### src/rtl/booth_pkg.sv
// Shared types and helpers for the iterative Booth multiplier.
// Compile-time option: BOOTH_RADIX4_EN selects modified Booth radix-4 recoding
// (two multiplier bits per step) instead of the default radix-2 datapath.
package booth_pkg;

  typedef enum logic [1:0] {
    IDLE = 2'd0,
    CALC = 2'd1,
    DONE = 2'd2
  } state_e;

  typedef enum logic [2:0] {
    ZERO = 3'd0,
    POS1 = 3'd1,
    NEG1 = 3'd2,
    POS2 = 3'd3,
    NEG2 = 3'd4
  } digit_e;

`ifdef BOOTH_RADIX4_EN
  localparam int unsigned STEP_SHIFT = 2;
`else
  localparam int unsigned STEP_SHIFT = 1;
`endif

  // Number of Booth steps needed to consume a (w+2)-bit extended multiplier.
  function automatic int unsigned iter_count(input int unsigned w);
`ifdef BOOTH_RADIX4_EN
    return (w + 2) / 2;
`else
    return w + 1;
`endif
  endfunction

endpackage

### src/rtl/booth_recoder.sv
// Booth digit recoder: maps a 3-bit multiplier window to a digit and the
// matching partial product (0, +-A, +-2A) of width W+3.
// Radix-2 callers feed {b0, b0, b-1}, which only ever yields ZERO/POS1/NEG1.
//   win_i   : multiplier bit window
//   a_i     : extended multiplicand (W+2 bits, two's complement)
//   digit_o : selected Booth digit
//   pp_o    : selected partial product, sign-extended to W+3 bits
module booth_recoder
  import booth_pkg::*;
#(
  parameter int unsigned W = 32
) (
  input  logic [2:0]   win_i,
  input  logic [W+1:0] a_i,
  output digit_e       digit_o,
  output logic [W+2:0] pp_o
);

  localparam int unsigned PPW = W + 3;

  logic [PPW-1:0] a1_c;
  logic [PPW-1:0] a2_c;

  assign a1_c = {a_i[W+1], a_i};
  assign a2_c = {a_i, 1'b0};

  // Window decode, then partial product select.
  always_comb begin
    digit_o = ZERO;
    pp_o    = '0;
    case (win_i)
      3'b001, 3'b010: digit_o = POS1;
      3'b011:         digit_o = POS2;
      3'b100:         digit_o = NEG2;
      3'b101, 3'b110: digit_o = NEG1;
      default:        digit_o = ZERO;
    endcase
    case (digit_o)
      POS1:    pp_o = a1_c;
      NEG1:    pp_o = PPW'(~a1_c + PPW'(1));
      POS2:    pp_o = a2_c;
      NEG2:    pp_o = PPW'(~a2_c + PPW'(1));
      default: pp_o = '0;
    endcase
  end

endmodule

### src/rtl/booth_mul_seq.sv
// Iterative Booth multiplier, one multiplication in flight, valid/ready on
// both sides, result hold under backpressure and synchronous abort.
// Compile-time option: BOOTH_RADIX4_EN (radix-4 steps, N=(W+2)/2); default
// is radix-2 with N=W+1.
//   CLK, reset           : clock, async active-low reset
//   in_valid/in_ready    : operand handshake (in_a, in_b, in_signed)
//   abort                : synchronous cancel in CALC/DONE
//   out_valid/out_ready  : product handshake, out = PW-bit product
//   busy                 : high while iterating
module booth_mul_seq
  import booth_pkg::*;
#(
  parameter int unsigned W  = 32,
  parameter int unsigned PW = 2 * W
) (
  input  logic          CLK,
  input  logic          reset,
  input  logic          in_valid,
  output logic          in_ready,
  input  logic [W-1:0]  in_a,
  input  logic [W-1:0]  in_b,
  input  logic          in_signed,
  input  logic          abort,
  output logic          out_valid,
  input  logic          out_ready,
  output logic [PW-1:0] out,
  output logic          busy
);

  localparam int unsigned EW    = W + 2;
  localparam int unsigned AW    = W + 3;
  localparam int unsigned N     = iter_count(W);
  localparam int unsigned CW    = $clog2(N + 1);
  localparam int unsigned LOWSH = EW - STEP_SHIFT * N;

  state_e         state_q, state_d;
  logic [CW-1:0]  cnt_q, cnt_d;
  logic [EW-1:0]  a_q, a_d;
  logic [EW-1:0]  mul_q, mul_d;
  logic           prev_q, prev_d;
  logic [AW-1:0]  acc_q, acc_d;
  logic [PW-1:0]  out_q, out_d;
  logic           in_ready_q, in_ready_d;
  logic           out_valid_q, out_valid_d;
  logic           busy_q, busy_d;

  logic [EW-1:0]  a_ext_c;
  logic [EW-1:0]  b_ext_c;
  logic [2:0]     win_c;
  digit_e         digit_c;
  logic [AW-1:0]  pp_c;
  logic [AW-1:0]  sum_c;
  logic [AW-1:0]  step_acc_c;
  logic [EW-1:0]  step_mul_c;
  logic           step_prev_c;
  logic [PW-1:0]  prod_c;

  // Operand widening: sign-extend in signed mode, zero-extend otherwise.
  assign a_ext_c = {{2{in_signed & in_a[W-1]}}, in_a};
  assign b_ext_c = {{2{in_signed & in_b[W-1]}}, in_b};

`ifdef BOOTH_RADIX4_EN
  assign win_c = {mul_q[1], mul_q[0], prev_q};
`else
  assign win_c = {mul_q[0], mul_q[0], prev_q};
`endif

  booth_recoder #(.W(W)) u_recoder (
    .win_i   (win_c),
    .a_i     (a_q),
    .digit_o (digit_c),
    .pp_o    (pp_c)
  );

  assign sum_c = (digit_c == ZERO) ? acc_q : AW'(acc_q + pp_c);

  // Arithmetic right shift of the combined {acc, multiplier} register.
`ifdef BOOTH_RADIX4_EN
  assign step_acc_c  = {{2{sum_c[AW-1]}}, sum_c[AW-1:2]};
  assign step_mul_c  = {sum_c[1:0], mul_q[EW-1:2]};
  assign step_prev_c = mul_q[1];
`else
  assign step_acc_c  = {sum_c[AW-1], sum_c[AW-1:1]};
  assign step_mul_c  = {sum_c[0], mul_q[EW-1:1]};
  assign step_prev_c = mul_q[0];
`endif

  // Unconsumed multiplier bits sit below the product after the final step.
  assign prod_c = PW'({step_acc_c, step_mul_c} >> LOWSH);

  // Next-state, datapath and registered-output logic.
  always_comb begin
    state_d = state_q;
    cnt_d   = cnt_q;
    a_d     = a_q;
    mul_d   = mul_q;
    prev_d  = prev_q;
    acc_d   = acc_q;
    out_d   = out_q;

    case (state_q)
      IDLE: begin
        if (!abort && in_ready_q && in_valid) begin
          a_d     = a_ext_c;
          mul_d   = b_ext_c;
          prev_d  = 1'b0;
          acc_d   = '0;
          cnt_d   = CW'(N);
          state_d = CALC;
        end
      end
      CALC: begin
        if (abort) begin
          out_d   = '0;
          state_d = IDLE;
        end else begin
          acc_d  = step_acc_c;
          mul_d  = step_mul_c;
          prev_d = step_prev_c;
          cnt_d  = cnt_q - CW'(1);
          if (cnt_q == CW'(1)) begin
            out_d   = prod_c;
            state_d = DONE;
          end
        end
      end
      DONE: begin
        if (abort) begin
          out_d   = '0;
          state_d = IDLE;
        end else if (out_ready) begin
          state_d = IDLE;
        end
      end
      default: state_d = IDLE;
    endcase

    in_ready_d  = (state_d == IDLE);
    out_valid_d = (state_d == DONE);
    busy_d      = (state_d == CALC);
  end

  // State and datapath registers.
  always_ff @(posedge CLK or negedge reset) begin
    if (!reset) begin
      state_q     <= IDLE;
      cnt_q       <= '0;
      a_q         <= '0;
      mul_q       <= '0;
      prev_q      <= 1'b0;
      acc_q       <= '0;
      out_q       <= '0;
      in_ready_q  <= 1'b0;
      out_valid_q <= 1'b0;
      busy_q      <= 1'b0;
    end else begin
      state_q     <= state_d;
      cnt_q       <= cnt_d;
      a_q         <= a_d;
      mul_q       <= mul_d;
      prev_q      <= prev_d;
      acc_q       <= acc_d;
      out_q       <= out_d;
      in_ready_q  <= in_ready_d;
      out_valid_q <= out_valid_d;
      busy_q      <= busy_d;
    end
  end

  assign in_ready  = in_ready_q;
  assign out_valid = out_valid_q;
  assign out       = out_q;
  assign busy      = busy_q;

endmodule

### config.mk
export PLATFORM = sky130hd
export DESIGN_NAME = booth_mul_seq
export DESIGN_NICKNAME = d
export VERILOG_FILES = /design/src/rtl/booth_pkg.sv /design/src/rtl/booth_recoder.sv /design/src/rtl/booth_mul_seq.sv
export SDC_FILE = /design/constraint.sdc
export NUM_CORES = 1
export LEC_CHECK = 0
export BUFFER_PORTS_ARGS = -buffer_cell sky130_fd_sc_hd__buf_2
export CORE_ASPECT_RATIO = 0.9
export CORE_MARGIN = 4
export CORE_UTILIZATION = 55
export CTS_CLUSTER_SIZE = 30
export DETAILED_ROUTE_END_ITERATION = 10
export PLACE_DENSITY = 0.85
export SYNTH_ARGS = -nofsm -noshare
export SYNTH_HDL_FRONTEND = slang
export SYNTH_SLANG_ARGS = --single-unit
### constraint.sdc
create_clock -name CLK -period 7.1 [get_ports CLK]
set_input_delay 0.71 -clock CLK [delete_from_list [all_inputs] [get_ports CLK]]
set_output_delay 0.71 -clock CLK [all_outputs]
set_load 0.05 [all_outputs]
* After elaboration in Yosys (flattened, before gate mapping)
Cells that the tools add are included.
** Cells by class
- $add $sub $neg :: 4
- Reduce and logical (&&, ||, !) cells :: 13
- Eq/ne operators :: 19
- Multiplexer cells :: 25
- Bitwise operators :: 4
** Operators by type and width (count)
- 64-bit two-way mux :: 3
- 35-bit case mux with 4 select lines :: 1
- 64-bit case mux with 2 select lines :: 1
- 35-bit two-way mux :: 3
- 35-bit by 1-bit adder with 35-bit output (second input constant) :: 2
- 35-bit inverter :: 2
- 35-bit case mux with 2 select lines :: 1
- 34-bit two-way mux :: 2
- 34-bit case mux with 2 select lines :: 1
- 35-bit adder :: 1
- 3-bit by 2-bit == test with 1-bit output (second input constant) :: 4
- 3-bit == test (second input constant) :: 4
- 6-bit two-way mux :: 2
- 3-bit case mux with 4 select lines :: 1
- 6-bit case mux with 2 select lines :: 1
- 2-bit two-way mux :: 5
- 3-bit by 1-bit == test with 1-bit output (second input constant) :: 2
- 6-bit by 1-bit == test with 1-bit output (second input constant) :: 1
- 2-bit inequality test (second input constant) :: 3
- 2-bit case mux with 3 select lines :: 1
- 3-bit AND reduction :: 2
- 6-bit by 1-bit subtractor with 6-bit output (second input constant) :: 1
- 2-bit by 1-bit == test with 1-bit output (second input constant) :: 2
- 2-bit == test (second input constant) :: 2
- other kinds (11) :: 17
** Storage, ports and cells
- Bits in registers :: 178
- Logic and storage cells :: 75
- Input bits :: 70

* Longest topological paths before layout
- Depth after elaboration :: 10
- Gate-level depth with buffers :: 22
- Mapped depth without buffers :: 21

* Hierarchy
From an unflattened synthesis, not the netlist that was laid out.
** Unflattened totals
- Cells, all modules :: 1308
- Area total of the unflattened synthesis :: 10999.3 um^2
** Modules (own cells, without submodules)
- booth_mul_seq :: instances 1, area an instance 8837.2 um^2, cells an instance 964, sequential area each 4429.2 um^2
- booth_recoder :: instances 1, area an instance 2162.1 um^2, cells an instance 344, sequential area each 0.0 um^2

* Worst setup path after synthesis
No wires, ideal clock.
- Path type :: register -> register
- Start :: reg a_q[2]
- End :: reg acc_q[29]
- Cell stages (with the launch flop) :: 22
- Arrival time :: 4274 ps
- Clock period less this slack :: 4395 ps
- Required time :: 6979 ps
- Path slack :: 2705 ps
- Cells stage by stage :: dfrtp_1 buf_2 or4_4 nor2b_4 nand3_2 or3_4 nor4_4 nand2_1 or2_0 buf_2 nor2_1 nor3_1 a221o_1 ha_1 a21o_1 a21oi_1 nor2b_1 a41o_1 or3_1 xnor2_1 o21ai_0 a22o_1
** Between the ends
- Word-level cells in the longest chain between the ends :: 7
** Ends and longest elaborated chain
- start, declared :: RTL line booth_mul_seq.sv:38 : logic [EW-1:0] a_q, a_d;
- start signal, assigned :: RTL line booth_mul_seq.sv:148 : a_q <= '0;
- start signal, assigned :: RTL line booth_mul_seq.sv:159 : a_q <= a_d;
- 35-bit inverter (on tied branches) :: RTL line booth_recoder.sv:40, booth_recoder.sv:42
- 35-bit by 1-bit adder with 35-bit output (on tied branches) :: RTL line booth_recoder.sv:40, booth_recoder.sv:42
- 35-bit case mux with 4 select lines (*) :: RTL line booth_recoder.sv:38 : case (digit_o)
- 35-bit adder (*) :: RTL line booth_mul_seq.sv:75 : assign sum_c = (digit_c == ZERO) ? acc_q : AW'(acc_q + pp_c);
- 35-bit two-way mux (*) :: RTL line booth_mul_seq.sv:75
- 35-bit two-way mux (*) :: RTL line booth_mul_seq.sv:113 : if (abort) begin
- 35-bit case mux with 2 select lines (*) :: RTL line booth_mul_seq.sv:101 : case (state_q)
- end signal, assigned :: RTL line booth_mul_seq.sv:151 : acc_q <= '0;
- end signal, assigned :: RTL line booth_mul_seq.sv:162 : acc_q <= acc_d;
- end, declared :: RTL line booth_mul_seq.sv:41 : logic [AW-1:0] acc_q, acc_d;
Mark *: on every way between the ends. The rest lies on a longest branch, timed or not. The select of a mux whose other input is x is not followed.
A chain may end at the register's enable or synchronous reset.

* Final worst setup path
- Start :: reg a_q[3]
- End :: reg acc_q[31]
Same word-level chain as after synthesis.

==> run metrics <==
run status=finished, final reports clean; slew of the pin with the lowest slew margin=approximately 1 ns; top fanout value on the critical path=8; share of synthesized flip-flops with an asynchronous set or reset=100.0%; Yosys warnings=0; number of hold buffers added after cts=0; type of destination of the critical path=flop; Layout Skew=0.01167 ns; Avg Cell Area, Syn=8.830 um^2; number of violations reported at the end of detailed-routing iteration 0=just under 700; kind of critical path=reg2reg; max-cap violations=0; first-pass GRT wire length=between 40 and 50 mm; power consumption=4787 uW; post-route worst setup slack=1.982 ns; syn_nets=1258; power per unit of standard cell area=416.1 mW/mm^2; element type at the critical path start=flop; dominant register cell in the synthesized netlist=dfrtp_1; sequential cell area fraction in the yosys report=43.73%; Tmin final=between 5 and 6 ns; cell row count=46; final hold violation count=0; deepest clock path buffer count=2; via count of the routed design=8924; number of levels in the clock H-tree=4; final antenna diode count=0; Max stage delay on crit path=0.60 ns; largest voltage drop on the vdd net=315.8 uV; io pins=~140; mean routed wirelength per cell=17.88 um; Antenna Nets Post-Route=0; net count reported at finish=1346; DIE WIDTH=151.0 um; Setup Fix Bufs, Post-CTS=0; CTS tree=done; setup repair after global routing missed its margin=no; antenna violations before repair=0; via count of the first global-routing pass=8686; number of cells upsized or downsized after cts=0; Die Y=136.7 um; CTS clk-pin slew, worst paths=0.07 ns; area taken by flip-flops and latches=0.004429 mm^2; CTS sink count=about 180; count of flip-flops with a built-in enable after synthesis=0; area of the core=0.01784 mm^2; critical path cell sequence=or4_4 -> nor2b_4 -> nand3_2 -> or3_4 -> nor4_4 -> nand2_1 -> or2_0 -> a32oi_1 -> nor2_1 -> ha_1 -> nand3_1 -> nor2_1 -> nand2_1 -> o211ai_1 -> and4_1 -> nor3_1 -> nor3_1 -> xnor2_1 -> o21ai_0 -> a22o_1; Setup violations, final=0; GR Overflow Total=0; All-Layer GR Usage=26.05%; worst slack, placed=2.015 ns; placer congestion estimate=0.8975; number of buffer and inverter instances along the worst setup path=0; period utilisation layout=between 70% and 80%; clock latency reported for the late side of the worst-skew pair=0.43 ns; Final Routed Wirelength=26.60 mm; DRC errors left=0; standby leakage power=0.005751 uW; maximum number of pins on one net before global-route repair=between 90 and 100; number of storage elements in the synthesis netlist=177; count of input and output buffers=136; highest clock frequency the design can meet=195.4 MHz; Final Cell Area=0.01150 mm^2; fin. max-slew vios=0; Cell variety after synth=70; Filler Cells Inserted=around 1500; Detailed Routing Iterations Pass 1=4; starting utilization of the core area=56.77%; Slowest-stage cell, CP=or4_4; HPWL after detailed placement=18.33 mm; path class of the lowest-slack min-delay path=in2async; share of cells above drive strength 1=16.59%; cts bufs inserted=17; die area=0.02065 mm^2; area after detailed placement=0.01092 mm^2; Worst path top cell family by delay=simple AND/OR/NAND/NOR gates; multi-input logic area=0.005370 mm^2; required time reported for the critical path endpoint=7.42 ns; post-detailed-route via-to-cell ratio=approximately 6.0; WP data arrival=5.44 ns; synthesis-to-layout area growth=13.59%; Slew HR=31.47%; root buffer cell=clkbuf_16; Mapped Cells=1147; Cell Area, Synth=about 0.010 mm^2; final-layout setup total negative slack=0 ns
[layout make-up]
type	count	share of cell area [%]
Clock buffer	19	3.850
Clock inverter	13	1.218
Multi-Input combinational cell	879	46.68
Timing Repair Buffer	148	6.754
Tap cell	240	2.610
Inverter	12	0.3915
Sequential cell	177	38.50
[placed cells by master, fill, tap and decap left out, drive strengths merged, types with 5 or more instances in the layout]
cell type	instances
ha	40
o31ai	12
a21oi	43
nor4	5
a221o	6
nor2	82
o21bai	7
and3	11
or3	10
nand2	254
clkbuf	19
xor2	23
inv	19
nand3	26
o21ai	88
xnor2	30
a31oi	5
buf	148
a21o	41
nand2b	7
dfrtp	177
nor3	24
mux2i	5
a32oi	9
or4	5
a22o	46
a22oi	51
[worst reg2reg max path, stage by stage (launching register included)]
cell and delay, ns:
dfrtp_1 0.45, or4_4 0.60, nor2b_4 0.19, nand3_2 0.15
or3_4 0.45, nor4_4 0.19, nand2_1 0.12, or2_0 0.37
a32oi_1 0.26, nor2_1 0.06, ha_1 0.43, nand3_1 0.12
nor2_1 0.19, nand2_1 0.07, o211ai_1 0.28, and4_1 0.26
nor3_1 0.06, nor3_1 0.30, xnor2_1 0.15, o21ai_0 0.08
a22o_1 0.21
[synthesized netlist by cell type (all sizes together), types with 3 or more instances]
cell type | instances | area share, %
clkbuf | 64 | 2.4
nand2b | 7 | 0.43
nand2 | 254 | 9.4
mux2i | 5 | 0.49
or3 | 10 | 0.73
and3 | 11 | 0.68
a41oi | 4 | 0.35
or4 | 5 | 0.49
a21o | 41 | 3.1
xnor2 | 30 | 2.7
a31oi | 5 | 0.31
inv | 12 | 0.44
o21bai | 7 | 0.52
a21oi | 43 | 2.1
o31ai | 12 | 0.89
o41ai | 3 | 0.33
nor2 | 82 | 3.1
o21ai | 88 | 4.4
a22oi | 51 | 3.8
and4 | 3 | 0.26
nand4 | 3 | 0.19
a221o | 6 | 0.59
nand3 | 26 | 1.3
a22o | 46 | 4.0
a211oi | 3 | 0.22
o21a | 3 | 0.22
a32oi | 9 | 0.78
nor2b | 3 | 0.26
dfrtp | 177 | 44
xor2 | 23 | 2.0
or2 | 4 | 0.25
buf | 15 | 0.78
and2 | 3 | 0.19
nor3 | 24 | 1.2
ha | 40 | 4.9
nor4 | 5 | 0.67
[kinds of logic after synthesis]
| logic type | after synthesis | share of synthesized area, % |
|---|---|---|
| AOI/OAI and AO/OA | 337 | 22.87 |
| xor gates and xnor gates | 53 | 4.657 |
| adders and majority gates | 41 | 5.139 |
| buffers and inverters | 91 | 3.595 |
| DFF | 177 | 43.73 |
| muxes | 5 | 0.4942 |
| and+or+nand+nor | 443 | 19.52 |
[per-layer routing]
metal | vias up | track usage [%] | share of wire, %
li1 | 4259 | - | -
met3 | 49 | 4.437 | 5.2
met5 | - | 0 | 0
met4 | 0 | 7.452 | 2.3
met2 | 297 | 43.19 | 49
met1 | 4319 | 35.39 | 44
[registers in the layout, summed over array words and instances (netlist names)]
register and flops:
busy 1, prev_q 1, out 64, out_valid 1, acc_q 34, in_ready 1
state_q 2, a_q 33, mul_q 34, cnt_q 6
[per-stage QoR]
stage / cells / util [%] / hold WS (ns)
final: 1488 / 64.48 / 0.3685
after global placement: 1456 / 61.21 / 0.4590
after CTS: 1488 / 64.48 / 0.4026
after global routing: 1488 / 64.48 / 0.4422
after floorplan: 1147 / - / 0.4144
after detailed placement: 1456 / 61.21 / 0.4648
[path summary, 6_finish.rpt]
| kind | start | to | slack, ns | depth (start not counted) |
|---|---|---|---|---|
| max in group asynchronous | reset | out[52] | 5.16 | 2 |
| worst min register to register | out[33] | out[33] | 0.48 | 2 |
| worst min-delay path | reset | a_q[5] | 0.37 | 1 |
| worst max register to register | a_q[3] | acc_q[31] | 1.98 | 20 |
| min in group CLK | in_a[5] | a_q[5] | 0.46 | 3 |
| worst max-delay path | a_q[3] | acc_q[31] | 1.98 | 20 |
[where the power goes]
group	leakage [uW]	internal (uW)	switching, uW
logic	0.00312	750	1360
clock network	0.000284	506	440
registers	0.00235	1340	388
total	0.00575	2600	2190
Note: power is estimated with default switching activity, not from simulation.
